File: config.mk
export PLATFORM = sky130hd
export DESIGN_NAME = fifo_sync_return_pkt
export DESIGN_NICKNAME = d
export VERILOG_FILES = /design/src/rtl/fifo_sync_return_pkt.sv
export SDC_FILE = /design/constraint.sdc
export NUM_CORES = 2
export LEC_CHECK = 0
export BUFFER_PORTS_ARGS = -buffer_cell sky130_fd_sc_hd__buf_2
export CAP_MARGIN = 30
export CORE_ASPECT_RATIO = 0.8
export CORE_MARGIN = 4
export CORE_UTILIZATION = 60
export CTS_CLUSTER_DIAMETER = 120
export DETAILED_ROUTE_END_ITERATION = 6
export GPL_TIMING_DRIVEN = 1
export PLACE_DENSITY = 0.75
export SYNTH_ARGS = -nofsm -noshare
export SYNTH_HDL_FRONTEND = slang
export SYNTH_SLANG_ARGS = --single-unit
File: constraint.sdc
create_clock -name CLK_I -period 15.1 [get_ports CLK_I]
set_input_delay 1.51 -clock CLK_I [delete_from_list [all_inputs] [get_ports CLK_I]]
set_output_delay 1.51 -clock CLK_I [all_outputs]
set_load 0.005 [all_outputs]
File: src/rtl/fifo_sync_return_pkt.sv
// fifo_sync_return_pkt: single-clock FWFT FIFO with write commit/discard, optional read commit/rewind; debug counters when FIFO_RETURN_DBG_CNT_EN is defined
module fifo_sync_return_pkt #(
   parameter int C_WIDTH               = 32,
   parameter int C_DEPTH               = 64,
   parameter int C_RD_RETURN_EN        = 0,
   parameter int C_WR_PROG_FULL_THRESH = C_DEPTH - 8,
   parameter int C_COUNT_WIDTH         = 16,
   parameter int C_DBG_COUNT_WIDTH     = 16
) (
   input  logic                         CLK_I,
   input  logic                         RST_I,
   input  logic                         WR_EN_I,
   input  logic [C_WIDTH-1:0]           WR_DATA_I,
   input  logic                         WR_SUCC_I,
   input  logic                         WR_FAIL_I,
   output logic                         WR_EN_VALID_O,
   output logic                         WR_FULL_O,
   output logic                         WR_PROG_FULL_O,
   output logic [C_COUNT_WIDTH-1:0]     WR_DATA_COUNT_O,
   output logic [C_COUNT_WIDTH-1:0]     WR_PEND_COUNT_O,
   output logic                         WR_TXN_OPEN_O,
   output logic                         WR_DEADLOCK_O,
   input  logic                         RD_EN_I,
   input  logic                         RD_SUCC_I,
   input  logic                         RD_FAIL_I,
   output logic [C_WIDTH-1:0]           RD_DATA_O,
   output logic                         RD_DATA_VALID_O,
   output logic                         RD_EMPTY_O,
   output logic [C_COUNT_WIDTH-1:0]     RD_DATA_COUNT_O,
   output logic [C_DBG_COUNT_WIDTH-1:0] WR_EN_NAMES_O,
   output logic [C_DBG_COUNT_WIDTH-1:0] WR_EN_ACCUS_O,
   output logic [C_DBG_COUNT_WIDTH-1:0] RD_EN_NAMES_O,
   output logic [C_DBG_COUNT_WIDTH-1:0] RD_EN_ACCUS_O
);
   localparam int AW = $clog2(C_DEPTH);
   localparam logic [AW:0] L_DEPTH = (AW+1)'(C_DEPTH);
   localparam logic [0:0] S_IDLE = 1'b0;
   localparam logic [0:0] S_OPEN = 1'b1;
   logic [C_WIDTH-1:0] mem_q [C_DEPTH];
   logic [AW:0] wr_spec_q, wr_spec_d, wr_cmt_q, wr_cmt_d;
   logic [AW:0] rd_spec_q, rd_spec_d, rd_cmt_q, rd_cmt_d;
   logic [AW:0] wr_spec_inc, rd_spec_inc, occ, pend, avail;
   logic [0:0] state_q, state_d;
   logic deadlock_q, deadlock_d, full, empty, wr_ok, rd_ok;
   assign occ   = wr_spec_q - rd_cmt_q;
   assign pend  = wr_spec_q - wr_cmt_q;
   assign avail = wr_cmt_q - rd_spec_q;
   assign full  = occ == L_DEPTH;
   assign empty = rd_spec_q == wr_cmt_q;
   assign wr_ok = WR_EN_I & ~full & ~RST_I;
   assign rd_ok = RD_EN_I & ~empty & ~RST_I;
   assign wr_spec_inc = wr_spec_q + {{AW{1'b0}}, wr_ok};
   assign rd_spec_inc = rd_spec_q + {{AW{1'b0}}, rd_ok};
   assign WR_EN_VALID_O   = wr_ok;
   assign RD_DATA_VALID_O = rd_ok;
   assign WR_FULL_O       = full;
   assign RD_EMPTY_O      = empty;
   assign WR_DATA_COUNT_O = C_COUNT_WIDTH'(occ);
   assign WR_PEND_COUNT_O = C_COUNT_WIDTH'(pend);
   assign RD_DATA_COUNT_O = C_COUNT_WIDTH'(avail);
   assign WR_PROG_FULL_O  = 32'(occ) >= 32'(C_WR_PROG_FULL_THRESH);
   assign WR_TXN_OPEN_O   = state_q == S_OPEN;
   assign WR_DEADLOCK_O   = deadlock_q;
   assign RD_DATA_O       = mem_q[rd_spec_q[AW-1:0]];
   // next-state: fail beats succ on both sides; without read return the read commit tracks every read
   always_comb begin
      wr_spec_d  = WR_FAIL_I ? wr_cmt_q : wr_spec_inc;
      wr_cmt_d   = WR_FAIL_I ? wr_cmt_q : WR_SUCC_I ? wr_spec_inc : wr_cmt_q;
      rd_spec_d  = (C_RD_RETURN_EN != 0 && RD_FAIL_I) ? rd_cmt_q : rd_spec_inc;
      rd_cmt_d   = (C_RD_RETURN_EN == 0) ? rd_spec_inc :
                   RD_FAIL_I ? rd_cmt_q : RD_SUCC_I ? rd_spec_inc : rd_cmt_q;
      state_d    = (state_q == S_OPEN) ? ((WR_SUCC_I | WR_FAIL_I) ? S_IDLE : S_OPEN) :
                   ((wr_ok & ~WR_SUCC_I & ~WR_FAIL_I) ? S_OPEN : S_IDLE);
      deadlock_d = (WR_SUCC_I | WR_FAIL_I) ? 1'b0 :
                   (full & (wr_cmt_q == rd_cmt_q)) ? 1'b1 : deadlock_q;
   end
   // pointer, transaction state and deadlock registers
   always_ff @(posedge CLK_I) begin
      if (RST_I) begin
         wr_spec_q  <= '0;
         wr_cmt_q   <= '0;
         rd_spec_q  <= '0;
         rd_cmt_q   <= '0;
         state_q    <= S_IDLE;
         deadlock_q <= 1'b0;
      end else begin
         wr_spec_q  <= wr_spec_d;
         wr_cmt_q   <= wr_cmt_d;
         rd_spec_q  <= rd_spec_d;
         rd_cmt_q   <= rd_cmt_d;
         state_q    <= state_d;
         deadlock_q <= deadlock_d;
      end
   end
   // storage array, written at the speculative write pointer and never reset
   always_ff @(posedge CLK_I) begin
      if (wr_ok) mem_q[wr_spec_q[AW-1:0]] <= WR_DATA_I;
   end
`ifdef FIFO_RETURN_DBG_CNT_EN
   logic [C_DBG_COUNT_WIDTH-1:0] wr_names_q, wr_accus_q, rd_names_q, rd_accus_q;
   // request and acceptance counters, free-running with wrap
   always_ff @(posedge CLK_I) begin
      if (RST_I) begin
         wr_names_q <= '0;
         wr_accus_q <= '0;
         rd_names_q <= '0;
         rd_accus_q <= '0;
      end else begin
         wr_names_q <= wr_names_q + C_DBG_COUNT_WIDTH'(WR_EN_I);
         wr_accus_q <= wr_accus_q + C_DBG_COUNT_WIDTH'(wr_ok);
         rd_names_q <= rd_names_q + C_DBG_COUNT_WIDTH'(RD_EN_I);
         rd_accus_q <= rd_accus_q + C_DBG_COUNT_WIDTH'(rd_ok);
      end
   end
   assign WR_EN_NAMES_O = wr_names_q;
   assign WR_EN_ACCUS_O = wr_accus_q;
   assign RD_EN_NAMES_O = rd_names_q;
   assign RD_EN_ACCUS_O = rd_accus_q;
`else
   assign WR_EN_NAMES_O = '0;
   assign WR_EN_ACCUS_O = '0;
   assign RD_EN_NAMES_O = '0;
   assign RD_EN_ACCUS_O = '0;
`endif
endmodule

# Yosys cells after proc, flatten, opt, wreduce, memory -nomap -nowiden
# Memory sizes are Yosys's and may differ from the RTL's. A register that Yosys moved wholly into a read port is not among the register bits.
# Index checks and enable logic that the tools add are counted.
[word_totals]
out_inout_bits = 151
mem_count = 1
in_bits = 40
wordCells = 37
ram_bits = 2048
regBits = 23
[op_classes]
n_eq_ne = 3
n_reduce_logical = 2
add_sub_neg = 5
n_mux = 7
n_bitwise = 13
order_cmp = 1
[mem_list]
columns = ["name", "depth", "word_bits", "rd", "rd_ports_with_merged_regs", "wr", "line_no", "source"]
rows = [
  ["mem_q", 64, 32, 1, 1, 1, "39", "logic [C_WIDTH-1:0] mem_q [C_DEPTH];"],
]
[ops]
columns = ["op", "n"]
rows = [
  ["subtractor 7 bit", 3],
  ["adder 7 x 1 -> 7 bit", 2],
  ["equality test 7 bit", 2],
  ["bitwise AND 1 bit", 7],
  ["equality test 7 bit (second input constant)", 1],
  ["greater-or-equal comparator 7 x 6 -> 1 bit (second input constant)", 1],
  ["2-to-1 mux 7 bit", 1],
  ["2-to-1 mux 6 bit", 1],
  ["2-to-1 mux 1 bit", 5],
  ["NOT 1 bit", 5],
  ["AND reduction 2 bit", 1],
  ["OR reduction 2 bit", 1],
  ["OR 1 bit", 1],
]

# Longest topological paths before layout
[depth]
depth_word = 9
mapped_depth = 20
depth_no_buf = 17

# Worst setup path before layout
# OpenSTA, ideal clock, no wires.
[synth_timing]
path_type = "register to register"
from = "reg rd_cmt_q[2]"
to = "mem mem_q[56][0], enable pin"
required_ps = 14598
period_less_slack_ps = 6515
arrival_time_ps = 6012
setup_ps = 502
slack_ps = 8585
path_stages_with_launch = 15
path_buffers = 6
path_cell_list = "dfxtp_1 > buf_2 > inv_2 > buf_2 > buf_1 > buf_4 > ha_1 > nor2b_1 > o31a_1 > a21oi_1 > or4_1 > nor3_2 > buf_2 > buf_4 > nor4_1"
[synth_via]
elab_chain_len = 7
[synth_rtl]
columns = ["element", "line_no", "source"]
rows = [
  ["start: declaration", "41", "logic [AW:0] rd_spec_q, rd_spec_d, rd_cmt_q, rd_cmt_d;"],
  ["start signal: assignment", "90", "rd_cmt_q <= rd_cmt_d;"],
  ["subtractor 7 bit", "45", "assign occ = wr_spec_q - rd_cmt_q;"],
  ["net WR_DATA_COUNT_O[4]", "19", "output logic [C_COUNT_WIDTH-1:0] WR_DATA_COUNT_O,"],
  ["equality test 7 bit", "48", "assign full = occ == L_DEPTH;"],
  ["NOT 1 bit", "50", "assign wr_ok = WR_EN_I & ~full & ~RST_I;"],
  ["bitwise AND 1 bit (2 in a row)", "50", ""],
  ["2-to-1 mux 1 bit", "97", "if (wr_ok) mem_q[wr_spec_q[AW-1:0]] <= WR_DATA_I;"],
  ["2-to-1 mux 1 bit (not written as such)", "97", ""],
  ["end: declaration", "39", ""],
]
# The timed path passes the listed nets, and every way through them passes these cells.

==> impl_metrics.toml <==
[yosys]
synth_edf_count = 2048
async_flop_share_pct = 0
postSynthCellCount = 3740
yosysSeqAreaShare_pct = 76.77
syn_avg_cell_area_um2 = 21.58
ys_seq_elements = 2071
synth_warnings = 0
synth.distinct_cells = 64
synthFlopType = "edfxtp_1"
synth_area_mm2 = 0.08071

[worst_hold_path]
hold_path.class = "reg -> reg"

[placed_design]
io_buffers = 97
hpwl_um = 112000
gp_congestion = 0.7905
place_inst = 5553
place_area_mm2 = 0.08382
post-place-ws_ps = 7991

[clock_network]
cts_max_level = 4
clkLatencyLatePin_ps = 830
cts_setup_buffers = 0
cts_buffer_depth = 3
path_clk_slew_ps = 70
hold_buffers = 0
cts_buffers = 184
clockRootBuffer = "clkbuf_16"
cts.repair.resized = 0
cts_sinks = 2071
cts_tree = "yes"

[route]
drtIter0Drc = 6886
vias = 40670
drc = 0
drt.antenna.violating_nets = 0
routed_wirelength_um = 201900
wl_per_cell_um = 34.14
avgViaCountPerCell = 6.879
firstDrtPassIters = 6

[sta]
hold_slack_ps = 468.0
worst_slack_ps = 7253
worstMarginPinSlew_ps = 1054
maxSlewHeadroom_pct = 29.73
hold_viol = 0
fin_crit_sh_pct = 51.96
tns_ps = 0
slew_viol_final = 0
fin_skew_ps = 23.80
fmax_mhz = 127.4
finalCriticalPeriod_ps = 7847
setup_viol = 0
rsz0062_at_grt = "false"

[floorplanning]
core-area_mm2 = 0.1338
die_x_um = 418.1
fp.dieH_um = 336.0
start_util_pct = 60.33
placementRows = 120
io_pins = 191
dieArea_mm2 = 0.1405

[finish]
final_cell_mix = "edfxtp_1 (2048), mux4_2 (466), clkbuf_16 (186), mux2i_1 (138), buf_4 (131)"
fillers = 8106
stdcell_area_mm2 = 0.08998
drive_gt1_share_pct = 25.96
utilization_pct = 67.26
area_delta_synth_final_pct = 11.49
instances_no_fill = 5912
mostFrequentLayoutCell = "edfxtp_1"
finalNetCount = 4054

[setup_path]
crit_arrival_ps = 6340
path_class = "reg -> out"
worstSetupEndpointType = "output port"
crit_path_max_fanout = 114
cp.required_ps = 13590
startpoint_type = "flop"

[grt]
grt_first_pass_wirelength_um = 288700
track_usage_pct = 29.10
grt_pass1_vias = 39600
antenna_found_initial = 15
grt_max_degree = 134
grt-ovfl-total = 0

[pwr]
worst_ir_drop_vdd_v = 0.0001354
p_per_area_mw_per_mm2 = 128.5
total_power_mw = 11.56
p_leak_nw = 28.19

[outcome]
status = "complete, no violations"

[flow_run]
maxCapViolCount = 0
[worst paths after layout]
check | startpoint | to | slack [ps] | cells after the start
worst min register to register | WR_DEADLOCK_O | WR_DEADLOCK_O | 470 | 1
worst max-delay path | rd_cmt_q[0] | RD_DATA_O[26] | 7250 | 9
worst max register to register | rd_cmt_q[1] | mem_q[23][23] | 10140 | 11
worst min-delay path | WR_DEADLOCK_O | WR_DEADLOCK_O | 470 | 1
[flip-flops by register name (all words and copies together), names as in the netlist]
register       flops
WR_DEADLOCK_O      1
wr_spec_q          7
wr_cmt_q           7
mem_q           2048
rd_cmt_q           7
WR_TXN_OPEN_O      1
[power breakdown]
group          leakage, nW  internal, mW  switching, mW
clock                 2.84          2.53           2.05
combinational         6.74         0.281          0.366
sequential            18.6          6.32         0.0147
[routing by layer]
metal  global-route usage, %  vias to the layer above  routed length [µm]
li1                        -                    16120                   -
met1                   43.55                    21260               75860
met2                   42.96                     2899               92320
met3                   7.334                      384               27070
met4                   9.606                       10                6539
met5                       0                        -                  61
[kinds of logic (layout without fill, tap and decap cells)]
kind of cell / count (synthesis) / after routing / share of synthesized area [%]
AND/OR/NAND/NOR: 345 / 345 / 2.122
AO/OA/AOI/OAI: 336 / 336 / 2.994
flip-flops: 2071 / 2071 / 76.77
multiplexers: 614 / 614 / 14.98
adder cells (fa/ha/maj): 25 / 25 / 0.4155
XOR/XNOR: 23 / 23 / 0.2496
buffers and inverters: 325 / 636 / 2.460
other: 1 / 93 / 0.004646
[final cells by class]
class	instances	area (µm²)	share of cell area, %
clock buffers	228	4812	5.348
repair buffers	274	2300	2.556
clock inverters	110	1022	1.136
diodes	2	5.005	0.005562
flip-flops and latches	2071	61970	68.87
well taps	1769	2213	2.460
multi-input cells	1434	17570	19.52
inverters	24	92.59	0.1029
[Yosys cell counts (4+ instances only)]
master	number	area, µm²
and3_1	4	25.02
buf_4	119	893.4
a32oi_1	7	61.31
mux4_1	7	183.9
or3_1	5	31.28
a211oi_1	19	142.6
nand2_1	91	341.6
buf_6	19	214.0
xnor2_1	14	122.6
nand4_1	7	43.79
or4_1	6	45.04
o22ai_1	31	193.9
edfxtp_1	2048	61500
nor2b_1	26	162.7
o21ai_0	18	90.09
a31oi_1	8	50.05
ha_1	22	275.3
buf_1	21	78.83
mux2i_1	138	1381
dfxtp_1	23	460.4
nor3_1	5	25.02
a21o_1	4	30.03
nand3_1	32	160.2
mux4_2	466	10500
a22o_1	27	236.5
buf_12	6	120.1
inv_1	20	75.07
clkbuf_1	81	304.0
a21oi_1	62	310.3
buf_2	54	270.3
nor2_1	76	285.3
a221oi_1	34	297.8
and2_1	4	25.02
o211ai_1	6	45.04
nor4_1	76	475.5
o221ai_1	27	236.5
a22oi_1	72	540.5
xor2_1	9	78.83
nand2b_1	7	43.79
[worst max-delay path, stage by stage (launching register included)]
cell,delay (ps)
dfxtp_4,930
buf_12,690
buf_4,750
buf_4,770
mux4_2,590
a22oi_1,220
o22ai_1,140
nor4_1,770
o221ai_1,240
buf_2,180
Power figures use the tool's default switching activity.
